--- src/rtl/w_74hc32_tester.sv ---
// Exhaustive stimulus/check engine for a quad 2-input OR gate.
// Sweeps every {A,B} pair, settles, samples Y and compares with A|B.
module w_74hc32_tester #(
  parameter int WIDTH  = 4,
  parameter int SETTLE = 2
) (
  input  logic             CLK,
  input  logic             RST_N,
  input  logic             START,
  output logic [WIDTH-1:0] A,
  output logic [WIDTH-1:0] B,
  input  logic [WIDTH-1:0] Y,
  output logic             BUSY,
  output logic             DONE,
  output logic             PASS,
  output logic [2*WIDTH:0] ERR_CNT,
  output logic [WIDTH-1:0] FAIL_A,
  output logic [WIDTH-1:0] FAIL_B,
  output logic [WIDTH-1:0] FAIL_Y
);

  localparam int VW = 2 * WIDTH;
  localparam int SW = (SETTLE > 1) ? $clog2(SETTLE) : 1;

  typedef enum logic [2:0] {
    IDLE, DRIVE, CHECK, FIN, DONE_ST
  } state_t;

  state_t        state, nxt;
  logic [VW-1:0] v;
  logic [SW-1:0] scnt;
  logic          armed;
  logic          go;
  logic          last_settle;
  logic          last_vec;
  logic          mis;

  assign A = v[VW-1:WIDTH];
  assign B = v[WIDTH-1:0];

  // armed blocks a START seen on the first edge after reset release
  assign go          = START && armed &&
                       (state == IDLE || state == DONE_ST);
  assign last_settle = (scnt == SW'(SETTLE - 1));
  assign last_vec    = &v;
  assign mis         = (Y != (A | B));

  // state register
  always_ff @(posedge CLK or negedge RST_N) begin
    if (!RST_N) state <= IDLE;
    else        state <= nxt;
  end

  // next-state decode
  always_comb begin
    nxt = state;
    unique case (state)
      IDLE:    if (go) nxt = DRIVE;
      DRIVE:   if (last_settle) nxt = CHECK;
      CHECK:   nxt = last_vec ? FIN : DRIVE;
      FIN:     nxt = DONE_ST;
      DONE_ST: if (go) nxt = DRIVE;
      default: nxt = IDLE;
    endcase
  end

  // vector/settle counters and result registers
  always_ff @(posedge CLK or negedge RST_N) begin
    if (!RST_N) begin
      armed   <= 1'b0;
      v       <= '0;
      scnt    <= '0;
      BUSY    <= 1'b0;
      DONE    <= 1'b0;
      PASS    <= 1'b0;
      ERR_CNT <= '0;
      FAIL_A  <= '0;
      FAIL_B  <= '0;
      FAIL_Y  <= '0;
    end else begin
      armed <= 1'b1;
      if (go) begin
        v       <= '0;
        scnt    <= '0;
        BUSY    <= 1'b1;
        DONE    <= 1'b0;
        PASS    <= 1'b0;
        ERR_CNT <= '0;
        FAIL_A  <= '0;
        FAIL_B  <= '0;
        FAIL_Y  <= '0;
      end else begin
        unique case (state)
          DRIVE: begin
            scnt <= last_settle ? '0 : scnt + 1'b1;
          end
          CHECK: begin
            if (mis) begin
              ERR_CNT <= ERR_CNT + 1'b1;
              if (ERR_CNT == '0) begin
                FAIL_A <= A;
                FAIL_B <= B;
                FAIL_Y <= Y;
              end
            end
            if (last_vec) BUSY <= 1'b0;
            else          v    <= v + 1'b1;
          end
          FIN: begin
            DONE <= 1'b1;
            PASS <= (ERR_CNT == '0);
          end
          default: ;
        endcase
      end
    end
  end

endmodule

--- config.mk ---
export PLATFORM = sky130hd
export DESIGN_NAME = w_74hc32_tester
export DESIGN_NICKNAME = d
export VERILOG_FILES = /design/src/rtl/w_74hc32_tester.sv
export SDC_FILE = /design/constraint.sdc
export NUM_CORES = 1
export LEC_CHECK = 0
export ABC_AREA = 1
export CORE_ASPECT_RATIO = 1.4
export CORE_MARGIN = 10
export CORE_UTILIZATION = 40
export DETAILED_ROUTE_END_ITERATION = 10
export PLACE_DENSITY = 0.69
export REMOVE_ABC_BUFFERS = 1
export SYNTH_ARGS = -nofsm -noshare
export SYNTH_HDL_FRONTEND = slang
export SYNTH_SLANG_ARGS = --single-unit
--- constraint.sdc ---
create_clock -name CLK -period 3.5 [get_ports CLK]
set_clock_uncertainty 0.05 [all_clocks]
set_input_delay 0.7 -clock CLK [delete_from_list [all_inputs] [get_ports CLK]]
set_output_delay 0.7 -clock CLK [all_outputs]
set_load 0.05 [all_outputs]
==> out/qor.yml <==
yosys_warnings: 0
hpwl_mm: 3.62
synth_seq_cells: 37
power_leakage_nw: 1.24
p_seq_share_pct: 32.1
cp-start-kind: "register"
synthCells: 254
die-width_um: 83.0
die_y_um: 108
multi_input_area_um2: 1100
cp.arrival_ns: 1.69
finalSetupTns_ns: 0
antenna_found_initial: 0
maxSlewHeadroom_pct: 45.5
area_delta_synth_final_pct: 21.4
worstSkewPairLatency_ns: 0.28
hold_end: "FAIL_Y[3]"
p_int_mw: 1.01
hold_viol_final: 0
critPathRequiredTime_ns: 2.75
holdCritStartpoint: "FAIL_Y[3]"
pwr_density_cell_nw_per_um2: 735
fmax_mhz: 409
clock_sinks: 37
r2r_slack_ns: 1.72
grtUsageTotal_pct: 10.7
ys_seq_area_share_pct: 41.6
period_needed_ns: 2.44
critPathSlowestCell: "clkdlybuf4s50_1"
comb_power_share_pct: 52.8
p_clk_share_pct: 15.0
routed_wl_mm: 4.68
end_kind: "output pin"
avgSynthCellArea_um2: 8.75
crit_path_max_fanout: 8
power_mw: 1.99
start_util_pct: 40.8
final_cell_mix: "nand2_1, dfrtp_1, clkdlybuf4s50_1"
routed_via_density: 4.94
status: "finished clean"
power.switching_mw: 0.972
numPortBuffers: 38
grt_pass1_wl_mm: 8.22
seq_area_um2: 926
swShare_pct: 48.9
rsz0062_at_grt: "false"
clockBufferDepth: 2
crit_type: "reg2out"
fin_nets: 302
hp-class: "reg2reg"
finalNonFillerCells: 360
drv_slew: 0
htreeDepth: 2
ff2ff_path_depth: 9
slowest_delay_ns: 0.88
place_inst: 353
peakVddDrop_uv: 459
ios: 39
final_common_cell: "nand2_1"
overflow: 0
wl_per_cell_um: 13.0
cts_hold_buf: 0
drive_above_1_share_pct: 23.3
holdPathStages: 2
clkTransAtPathRegs_ns: 0.07
via_count: 1777
first_iter_violations: 59
die-area_um2: 8980
cts_buffers: 5
grt_max_degree: 38
grt_pass1_vias: 1798
stdcell_area_um2: 2700
worstPathCellList: "clkdlybuf4s50_1"
fp-row-count: 32
max_slew.worst_pin.slew_ns: 0.818
clockRootBuffer: "clkbuf_8"
ys_types: 34
r2r-start: "ERR_CNT[0]"
setup_viol: 0
final_antenna_net_count: 0
syn_area_um2: 2220
crit_family: "buffers and inverters"
postCtsSetupBuffers: 0
cp_num_buf_inv: 1
fillCellCount: 543
tritoncts: "done"
place_area_um2: 2610
max-cap-violations: 0
drc_errors: 0
fin_crit_sh_pct: 69.8
core_um2: 5450
place.gp.congestion: 0.812
insertedDiodeCount: 0
cts_resized: 0
reg2reg_to: "FAIL_B[3]"
dr.pass1.iters: 4
==> stage by stage <==
| stage | utilization, % | hold WS, ns | worst slack (ns) |
|---|---|---|---|
| floorplan | - | 0.354 | 1.66 |
| global placement | 48.0 | 0.410 | 1.15 |
| detailed placement | 48.0 | 0.419 | 1.11 |
| CTS | 49.6 | 0.436 | 1.04 |
| global route | 49.6 | 0.474 | 1.01 |
| finish | 49.6 | 0.428 | 1.06 |
==> power by group through the flow <==
| stage | Clock [mW] | Sequential (mW) | Combinational, mW |
|---|---|---|---|
| 2_1_floorplan | 0 | 0.894 | 0.527 |
| 3_3_place_gp | 0 | 0.645 | 1.05 |
| 3_5_place_dp | 0 | 0.646 | 1.06 |
| 4_1_cts | 0.306 | 0.640 | 1.07 |
| 5_1_grt | 0.324 | 0.656 | 1.15 |
| 6_report | 0.299 | 0.638 | 1.05 |
==> sequential cells by signal, indices dropped and copies added (netlist names) <==
| name | flops |
|---|---|
| BUSY | 1 |
| DONE | 1 |
| ERR_CNT | 9 |
| FAIL_A | 4 |
| FAIL_B | 4 |
| FAIL_Y | 4 |
| PASS | 1 |
| armed | 1 |
| last_settle | 1 |
| state | 3 |
| v | 8 |
==> area by class of cell <==
| class | instances | share of cell area, % |
|---|---|---|
| Multi-Input combinational cell | 177 | 40.8 |
| Sequential cell | 37 | 34.3 |
| Tap cell | 68 | 3.15 |
| Clock buffer | 7 | 3.20 |
| Inverter | 33 | 4.68 |
| Timing Repair Buffer | 38 | 13.9 |
==> worst register-to-register path, delay by kind of cell, from the launching register on <==
family                     cells  cell delay, ns
DFF                            1            0.45
adders and majority gates      1            0.15
and+or+nand+nor                7            0.92
buffers and inverters          1            0.11
==> kinds of logic (layout without fill, tap and decap cells) <==
kind of cell,count (synthesis),count (layout),share of synthesized area [%]
and+or+nand+nor,141,141,38.4
other,1,1,0.169
DFF,37,37,41.6
AOI/OAI and AO/OA,32,32,9.23
buffers and inverters,40,78,8.84
adders and majority gates,3,3,1.69
==> cell usage after synthesis <==
cell type	instances	area, um2
nand2_1	50	188
o21bai_1	1	7.51
nand3_4	2	35.0
nand3_2	2	20.0
or2_2	1	6.26
nand2_2	13	81.3
buf_4	2	15.0
a21boi_0	1	7.51
conb_1	1	3.75
nor3_2	3	30.0
a21oi_1	6	30.0
o21ai_1	4	20.0
inv_4	1	6.26
buf_2	3	15.0
nor3_1	1	5.00
nor2_1	9	33.8
o21ai_0	9	45.0
clkinv_1	1	3.75
dfrtp_1	37	926
ha_1	3	37.5
nand2_8	1	20.0
nand3b_1	2	15.0
o21ai_2	9	78.8
nor2_8	1	20.0
nor2_4	2	22.5
nor2_2	5	31.3
a21oi_2	1	8.76
nand4_1	16	100
inv_1	24	90.1
nand3_1	20	100
buf_12	2	40.0
inv_2	7	26.3
o21a_1	1	7.51
nand2_4	13	146
==> worst max path at each step <==
stage | cells after the start | slack, ns | start | to
2_1_floorplan | 9 | 1.66 | ERR_CNT[0] | FAIL_B[3]
3_3_place_gp | 8 | 1.15 | START | FAIL_Y[3]
3_5_place_dp | 8 | 1.11 | START | FAIL_B[3]
4_1_cts | 1 | 1.04 | v[4] | A[0]
5_1_grt | 1 | 1.01 | v[4] | A[0]
6_report | 1 | 1.06 | v[4] | A[0]
==> metal layers <==
| layer | GRT usage (%) | wire length [um] | share of wire, % |
|---|---|---|---|
| met5 | 0 | 0 | 0 |
| met1 | 11.1 | 1940 | 42 |
| met2 | 19.2 | 2350 | 50 |
| met3 | 2.71 | 257 | 5.5 |
| met4 | 5.85 | 127 | 2.7 |
Note: power is estimated with default switching activity, not from simulation.
